--- src/rtl/tl_burst_fragmenter.sv ---
// Splits TL-UH Get/Put bursts (8-64 B) into single-beat 4 B TL-UL accesses and merges the replies into one burst response.
// Latency: downstream A is one registered stage (1 cycle); the upstream D path is combinational from downstream D.
// Backpressure: the single A slot loads only when empty or draining; the D path passes ready through, except mid-Put acks, which are absorbed.
module tl_burst_fragmenter #(
  parameter int TL_RS    = 4,
  parameter int TL_AW    = 16,
  parameter int MAX_SIZE = 6
) (
  input  logic             frag_clock_i,
  input  logic             frag_reset_i,
  input  logic [2:0]       up_a_opcode,
  input  logic [2:0]       up_a_param,
  input  logic [3:0]       up_a_size,
  input  logic [TL_RS-1:0] up_a_source,
  input  logic [TL_AW-1:0] up_a_address,
  input  logic [3:0]       up_a_mask,
  input  logic [31:0]      up_a_data,
  input  logic             up_a_corrupt,
  input  logic             up_a_valid,
  output logic             up_a_ready,
  output logic [2:0]       up_d_opcode,
  output logic [1:0]       up_d_param,
  output logic [3:0]       up_d_size,
  output logic [TL_RS-1:0] up_d_source,
  output logic             up_d_denied,
  output logic [31:0]      up_d_data,
  output logic             up_d_corrupt,
  output logic             up_d_valid,
  input  logic             up_d_ready,
  output logic [2:0]       dn_a_opcode,
  output logic [2:0]       dn_a_param,
  output logic [3:0]       dn_a_size,
  output logic [TL_RS-1:0] dn_a_source,
  output logic [TL_AW-1:0] dn_a_address,
  output logic [3:0]       dn_a_mask,
  output logic [31:0]      dn_a_data,
  output logic             dn_a_corrupt,
  output logic             dn_a_valid,
  input  logic             dn_a_ready,
  input  logic [2:0]       dn_d_opcode,
  input  logic [1:0]       dn_d_param,
  input  logic [3:0]       dn_d_size,
  input  logic [TL_RS-1:0] dn_d_source,
  input  logic             dn_d_denied,
  input  logic [31:0]      dn_d_data,
  input  logic             dn_d_corrupt,
  input  logic             dn_d_valid,
  output logic             dn_d_ready,
  output logic             err_o
);

  localparam logic [2:0] OP_PUT_FULL = 3'd0;
  localparam logic [2:0] OP_PUT_PART = 3'd1;
  localparam logic [2:0] OP_GET      = 3'd4;
  localparam logic [2:0] D_ACK       = 3'd0;

  typedef enum logic [1:0] {IDLE, PASS, GET_ISSUE, PUT_ISSUE} state_t;

  state_t             state;
  logic [3:0]         lat_size;
  logic [TL_RS-1:0]   lat_source;
  logic [TL_AW-1:0]   lat_base;
  logic [3:0]         last_idx;    // N-1; N itself (16) does not fit in 4 bits
  logic [3:0]         issue_cnt;   // index of the next beat to issue
  logic               issue_done;
  logic [3:0]         rsp_cnt;
  logic               deny_acc;

  logic               slot_free;
  logic               is_small;
  logic               size_legal;
  logic               is_get;
  logic               is_put;
  logic [TL_AW-1:0]   size_mask;
  logic [TL_AW-1:0]   up_base;
  logic [15:0]        beats_raw;
  logic [3:0]         up_last_idx;
  logic [TL_AW-1:0]   beat_addr;
  logic               last_issue;

  // Request decode and burst address arithmetic.
  always_comb begin
    slot_free   = !dn_a_valid || dn_a_ready;
    is_small    = up_a_size <= 4'd2;
    size_legal  = up_a_size <= 4'(MAX_SIZE);
    is_get      = up_a_opcode == OP_GET;
    is_put      = (up_a_opcode == OP_PUT_FULL) || (up_a_opcode == OP_PUT_PART);
    size_mask   = (TL_AW'(1) << up_a_size) - TL_AW'(1);
    up_base     = up_a_address & ~size_mask;
    beats_raw   = 16'h1 << (up_a_size - 4'd2);
    up_last_idx = 4'(beats_raw - 16'd1);
    beat_addr   = lat_base + TL_AW'({issue_cnt, 2'b00});
    last_issue  = issue_cnt == last_idx;
  end

  // Handshake steering and upstream D reassembly; no state, no added latency.
  always_comb begin
    up_a_ready   = 1'b0;
    dn_d_ready   = 1'b0;
    up_d_valid   = 1'b0;
    up_d_opcode  = dn_d_opcode;
    up_d_param   = dn_d_param;
    up_d_size    = dn_d_size;
    up_d_source  = dn_d_source;
    up_d_denied  = dn_d_denied;
    up_d_data    = dn_d_data;
    up_d_corrupt = dn_d_corrupt;
    case (state)
      IDLE: up_a_ready = slot_free;
      PASS: begin
        up_d_valid = dn_d_valid;
        dn_d_ready = up_d_ready;
      end
      GET_ISSUE: begin
        up_d_valid = dn_d_valid;
        up_d_size  = lat_size;
        dn_d_ready = up_d_ready;
      end
      PUT_ISSUE: begin
        up_a_ready = slot_free && !issue_done;
        if (rsp_cnt == last_idx) begin
          up_d_valid  = dn_d_valid;
          dn_d_ready  = up_d_ready;
          up_d_opcode = D_ACK;
          up_d_param  = 2'd0;
          up_d_size   = lat_size;
          up_d_source = lat_source;
          up_d_denied = deny_acc || dn_d_denied;
        end else begin
          dn_d_ready = 1'b1;
        end
      end
      default: ;
    endcase
  end

  // Control FSM plus the registered downstream A slot.
  always_ff @(posedge frag_clock_i) begin
    if (frag_reset_i) begin
      state      <= IDLE;
      dn_a_valid <= 1'b0;
      err_o      <= 1'b0;
      issue_cnt  <= 4'd0;
      issue_done <= 1'b0;
      rsp_cnt    <= 4'd0;
      last_idx   <= 4'd0;
      deny_acc   <= 1'b0;
    end else begin
      err_o <= 1'b0;
      // Slot drains on acceptance; any load below overrides this.
      if (dn_a_ready) dn_a_valid <= 1'b0;
      case (state)
        IDLE: begin
          if (up_a_valid && slot_free) begin
            lat_size   <= up_a_size;
            lat_source <= up_a_source;
            lat_base   <= up_base;
            last_idx   <= up_last_idx;
            issue_cnt  <= 4'd1;
            issue_done <= 1'b0;
            rsp_cnt    <= 4'd0;
            deny_acc   <= 1'b0;
            if (is_small) begin
              dn_a_valid   <= 1'b1;
              dn_a_opcode  <= up_a_opcode;
              dn_a_param   <= up_a_param;
              dn_a_size    <= up_a_size;
              dn_a_source  <= up_a_source;
              dn_a_address <= up_a_address;
              dn_a_mask    <= up_a_mask;
              dn_a_data    <= up_a_data;
              dn_a_corrupt <= up_a_corrupt;
              state        <= PASS;
            end else if (size_legal && (is_get || is_put)) begin
              dn_a_valid   <= 1'b1;
              dn_a_opcode  <= up_a_opcode;
              dn_a_param   <= is_get ? 3'd0 : up_a_param;
              dn_a_size    <= 4'd2;
              dn_a_source  <= up_a_source;
              dn_a_address <= up_base;
              dn_a_mask    <= is_get ? 4'hF : up_a_mask;
              dn_a_data    <= is_get ? 32'd0 : up_a_data;
              dn_a_corrupt <= is_get ? 1'b0 : up_a_corrupt;
              state        <= is_get ? GET_ISSUE : PUT_ISSUE;
            end else begin
              err_o <= 1'b1;
            end
          end
        end
        PASS: begin
          if (dn_d_valid && up_d_ready) state <= IDLE;
        end
        GET_ISSUE: begin
          if (slot_free && !issue_done) begin
            dn_a_valid   <= 1'b1;
            dn_a_opcode  <= OP_GET;
            dn_a_param   <= 3'd0;
            dn_a_size    <= 4'd2;
            dn_a_source  <= lat_source;
            dn_a_address <= beat_addr;
            dn_a_mask    <= 4'hF;
            dn_a_data    <= 32'd0;
            dn_a_corrupt <= 1'b0;
            if (last_issue) issue_done <= 1'b1;
            else            issue_cnt  <= issue_cnt + 4'd1;
          end
          if (dn_d_valid && up_d_ready) begin
            if (rsp_cnt == last_idx) state   <= IDLE;
            else                     rsp_cnt <= rsp_cnt + 4'd1;
          end
        end
        PUT_ISSUE: begin
          if (up_a_valid && slot_free && !issue_done) begin
            dn_a_valid   <= 1'b1;
            dn_a_opcode  <= up_a_opcode;
            dn_a_param   <= up_a_param;
            dn_a_size    <= 4'd2;
            dn_a_source  <= lat_source;
            dn_a_address <= beat_addr;
            dn_a_mask    <= up_a_mask;
            dn_a_data    <= up_a_data;
            dn_a_corrupt <= up_a_corrupt;
            if (last_issue) issue_done <= 1'b1;
            else            issue_cnt  <= issue_cnt + 4'd1;
          end
          if (dn_d_valid && dn_d_ready) begin
            if (rsp_cnt == last_idx) begin
              state <= IDLE;
            end else begin
              rsp_cnt  <= rsp_cnt + 4'd1;
              deny_acc <= deny_acc || dn_d_denied;
            end
          end
        end
        default: state <= IDLE;
      endcase
    end
  end

endmodule

--- config.mk ---
export PLATFORM = sky130hd
export DESIGN_NAME = tl_burst_fragmenter
export DESIGN_NICKNAME = d
export VERILOG_FILES = /design/src/rtl/tl_burst_fragmenter.sv
export SDC_FILE = /design/constraint.sdc
export NUM_CORES = 1
export LEC_CHECK = 0
export CORE_MARGIN = 4
export CORE_UTILIZATION = 43
export DETAILED_ROUTE_END_ITERATION = 7
export PLACE_DENSITY = 0.92
export SETUP_SLACK_MARGIN = 0.3
export SYNTH_ARGS = -nofsm -noshare
export SYNTH_HDL_FRONTEND = slang
export SYNTH_SLANG_ARGS = --single-unit
--- constraint.sdc ---
create_clock -name frag_clock_i -period 15.9 [get_ports frag_clock_i]
set_input_delay 4.77 -clock frag_clock_i [delete_from_list [all_inputs] [get_ports frag_clock_i]]
set_output_delay 4.77 -clock frag_clock_i [all_outputs]
set_load 0.05 [all_outputs]
Word level (Yosys, flattened, before mapping)
Cells that the tools add are included.
- $add $sub $neg: 6
- order comparisons: 2
- eq/ne operators: 15
- shifts and indexed selects: 2
- mux-type cells: 102
- bitwise gates (word level): 5
- reductions and logical operators: 25
- operators by type and width (operator ; number):
    32-bit 2-to-1 mux ; 6
    4-bit 2-to-1 mux ; 27
    32-bit case mux with 3 select lines ; 1
    16-bit 2-to-1 mux ; 5
    4-bit case mux with 3 select lines ; 5
    16-bit case mux with 3 select lines ; 1
    3-bit 2-to-1 mux ; 13
    1-bit 2-to-1 mux ; 24
    2-bit 2-to-1 mux ; 9
    3-bit case mux with 3 select lines ; 2
    16-bit by 6-bit adder with 16-bit output ; 1
    16-bit AND ; 1
    16-bit NOT ; 1
    1-bit by 4-bit << shifter with 16-bit output, first input constant ; 1
    16-bit by 2-bit subtractor with 16-bit output, second input constant ; 1
    2-bit != test, second input constant ; 7
    4-bit AND reduction ; 3
    1-bit case mux with 3 select lines ; 3
    4-bit by 1-bit adder with 4-bit output, second input constant ; 2
    4-bit equality test ; 2
    1-bit case mux with 2 select lines ; 4
    2-bit case mux with 4 select lines ; 1
    4-bit case mux with 2 select lines ; 1
    1-bit logical AND ; 6
    23 further kinds ; 30
- register bits: 109
- output and inout port bits: 119
- logic and storage cells: 176

Depth between registers and ports, before layout
- depth in word-level cells: 8
- gate-level depth with buffers: 9

Worst setup path before layout
OpenSTA, ideal clock, no wires.
- path type: input to register
- from: input up_a_size[2]
- to: register dn_a_address[0], enable pin
- arrival time: 11839 ps
- required time: 15243 ps
- slack: 3404 ps
- stages on the path: 6
- path buffers: 0
- cell sequence: inv_1 ha_1 nand2b_1 a21o_2 and3_1 nor4_1
- cells in the longest elaborated chain, start to end: 4
- elaborated cells on any way between the ends: 5
- classes of those cells: order compare (2); eq/ne (1); reduce/logical (2)
- ends and longest elaborated chain (what ; RTL line ; RTL):
    from (decl) ; 13 ; input logic [3:0] up_a_size,
    4-bit by 3-bit less-or-equal comparator with 1-bit output ; 85 ; size_legal = up_a_size <= 4'(MAX_SIZE);
    1-bit logical AND ; 174 ; end else if (size_legal && (is_get || is_put)) begin
    3-bit != test (no source line) * ; - ;
    6-bit AND reduction (no source line) * ; - ;
    to (signal assigned) ; 169 ; dn_a_address <= up_a_address;
    to (signal assigned) ; 180 ; dn_a_address <= up_base;
    to (signal assigned) ; 200 ; dn_a_address <= beat_addr;
    to (decl) ; 34 ; output logic [TL_AW-1:0] dn_a_address,
Every way passes the cells marked *; elsewhere a longest branch is shown, timed or not.
A chain may end at the register's enable or synchronous reset.

Worst setup path after layout
- from: input up_d_ready
- to: output dn_d_ready
- cells in the longest elaborated chain, start to end: 2
- ends and longest elaborated chain (what ; RTL line ; RTL):
    from (decl) ; 29 ; input logic up_d_ready,
    1-bit 2-to-1 mux ; 121 ; if (rsp_cnt == last_idx) begin
    1-bit case mux with 2 select lines * ; 108 ; case (state)
    to (decl) ; 48 ; output logic dn_d_ready,
Marks and branches as above.

==> impl_metrics.yaml <==
drt:
  drt_wl_total_um: 16100
  drt_iter0_drc: 401
  drc_errors: 0
  vias_per_cell: 5.48
  first_pass_iters: 5
  postRouteAntennaNets: 0
  detail_route.wl_per_cell_um: 19.4
  vias: 4551
synth:
  synth_cells: 520
  ys_top_cells_by_area: "edfxtp_1, dfxtp_1, nor2b_1"
  synthArstFlopShare_pct: 0
  ys_ff_latch: 109
  synth_edf_count: 91
  syn_area_sq_mm: 0.00567
  ys_warn_count: 0
  synth_commonest_cells: "edfxtp_1, nand2_1, nor2b_1, buf_4, o21ai_0"
  syn-num-nets: 656
  synthFlopType: "edfxtp_1"
  syn_area_per_cell_sq_um: 10.9
  yosys.area.top_type: "edfxtp_1"
  post-synth-top-area-fraction_pct: 48.2
  synth.most_common_cell: "edfxtp_1"
  synth_cell_types: 65
  yosysSeqAreaShare_pct: 54.5
placement:
  place_ws_ps: 4750
  dpl.hpwl_um: 12000
  port_buffers: 172
  globalplace.congestion: 0.849
timing:
  fin_crit_sh_pct: 70.2
  slew_headroom_pct: 40.3
  tightest_slew_ps: 893
  skew_ps: 6.37
  final_max_slew_viol_count: 0
  setup_viol: 0
  rsz0062_at_grt: "false"
  min_period_ps: 11170
  setup_ws_ps: 4730
  final.setup.tns_ps: 0
  hold_violations: 0
  fmax_ghz: 0.0896
clock_tree:
  cts_buffers: 9
  post_cts_buffers: 0
  clk_pin_slew_ps: 70
  hold_buffers: 0
  cts_tree: "built"
  h-tree-depth: 3
  cts_resized: 0
  cts.path.max_buffers: 2
  root_buffer: "clkbuf_16"
  clock_latency_ps: 340
  clkSinkCount: 109
setup_path:
  cp_data_arrival_time_ps: 6400
  required_ps: 11130
  cp_num_cells: 4
  crit_path_start_kind: "primary input"
  worstPathCellList: "clkdlybuf4s50_1, o21ai_0, a21oi_1, clkdlybuf4s50_1"
  crit_slowest_cell: "clkdlybuf4s50_1"
  crit_fanout: 4
  cp_top_family: "buffers and inverters"
  crit_path_frequent_cell: "clkdlybuf4s50_1"
  critPathKind: "in2out"
  max_stage_delay_ps: 840
  crit_path_end_kind: "output port"
  r2r_cells: 7
  crit_buf_inv: 2
pwr:
  p_comb_share_pct: 48.1
  p_clk_share_pct: 17.1
  p_leak_nw: 2.75
  swShare_pct: 43.2
  peakVddDrop_uv: 66.6
  switchingPower_uw: 532
  power.density_mw_per_mm2: 163
  total_power_mw: 1.23
  internal_power_uw: 698
  pwr-share-seq_pct: 34.8
global_routing:
  grt_usage_pct: 20.7
  grt_max_degree: 51
  antenna_found_initial: 0
  grt_pass1_wl_um: 24100
  overflow: 0
  grt_pass1_vias: 4561
die:
  die_h_um: 123
  die_w_um: 123
  die-area_sq_mm: 0.0151
  start_util_pct: 44.4
  pin_count: 239
  design.core.area_sq_mm: 0.0128
  row_count: 41
worst_hold_path:
  min_path_cells: 2
  hp-class: "reg2reg"
layout:
  layout-drive-gt1-share_pct: 5.61
  area_growth_pct: 33.5
  diodes: 0
  fin_nets: 790
outcome:
  outcome: "completed"
flow_run:
  maxCapViolCount: 0
==> power groups by stage <==
stage | clock network (mW) | registers (mW) | logic [mW]
2_1_floorplan | 0 | 0.568 | 0.298
3_3_place_gp | 0 | 0.431 | 0.573
3_5_place_dp | 0 | 0.434 | 0.590
4_1_cts | 0.213 | 0.428 | 0.594
5_1_grt | 0.227 | 0.434 | 0.629
6_report | 0.210 | 0.429 | 0.592
==> through the flow <==
stage               hold WS [ps]  instance area [sq um]  std cells  util, %
detailed placement           491                   7300        815     57.1
global placement             463                   7300        815     57.1
global route                 517                   7570        831     59.2
finish                       520                   7570        831     59.2
CTS                          504                   7570        831     59.2
floorplan                    450                   5670        520        -
==> kinds of logic (layout without fill, tap and decap cells) <==
family / Yosys count / after routing / share of synthesized area, %
buffers and inverters: 73 / 212 / 7.59
muxes: 6 / 6 / 1.15
adders and majority gates: 16 / 16 / 3.66
other: 1 / 1 / 0.0661
DFF: 109 / 109 / 54.5
xor gates and xnor gates: 18 / 18 / 2.78
and+or+nand+nor: 203 / 203 / 19.0
AOI/OAI and AO/OA: 94 / 94 / 11.2
==> cells in the final DEF, fill, tap and decap left out, drive strengths merged, types with 7 or more instances in the layout <==
master         synthesis  final
clkdlybuf4s50          0    172
edfxtp                91     91
nand2                 57     57
nor2b                 46     46
o21ai                 26     26
a21oi                 22     22
nor2                  21     21
nand3                 20     20
inv                   18     20
dfxtp                 18     18
ha                    15     15
and2                  14     14
xnor2                 12     12
clkbuf                 9     12
nor3                   8      8
nand2b                 8      8
a211oi                 7      7
==> tightest hold or removal path, cell delays in order, from the launching register on <==
cell and delay, ps:
edfxtp_1 330, nand2_1 40, nand2_1 50
==> registers in the layout (all words and copies together), names as in the netlist <==
register      count
dn_a_data        32
rsp_cnt           4
dn_a_valid        1
issue_cnt         4
issue_done        1
dn_a_address     16
lat_source        4
dn_a_opcode       3
err_o             1
dn_a_source       4
last_idx          4
dn_a_param        3
lat_size          4
dn_a_corrupt      1
dn_a_size         4
lat_base         16
state             2
dn_a_mask         4
deny_acc          1
==> per-layer routing <==
layer	share of wire, %	vias to the layer above	GRT usage (%)	routed length [um]
li1	-	2087	-	-
met1	37	2137	23.5	5950
met2	51	267	37.8	8180
met3	9.7	60	4.79	1560
met4	2.6	0	7.70	414
met5	0	-	0	0
==> path summary, 6_finish.rpt <==
| path | slack (ps) | startpoint | endpoint |
|---|---|---|---|
| max | 4730 | up_d_ready | dn_d_ready |
| min | 520 | lat_base[0]$_DFFE_PP_ | dn_a_address[0]$_DFFE_PP_ |
| max reg2reg | 12780 | state[0]$_SDFFE_PP0P_ | dn_a_data[10]$_DFFE_PP_ |
| min reg2reg | 520 | lat_base[0]$_DFFE_PP_ | dn_a_address[0]$_DFFE_PP_ |
==> layout make-up <==
cell class | count | area (sq um)
Sequential cell | 109 | 3090
Clock inverter | 4 | 32.5
Fill cell | 984 | 5210
Timing Repair Buffer | 178 | 1770
Inverter | 18 | 67.6
Multi-Input combinational cell | 338 | 2160
Clock buffer | 12 | 236
Tap cell | 172 | 215
No activity file was read; power rests on OpenSTA's default activity.
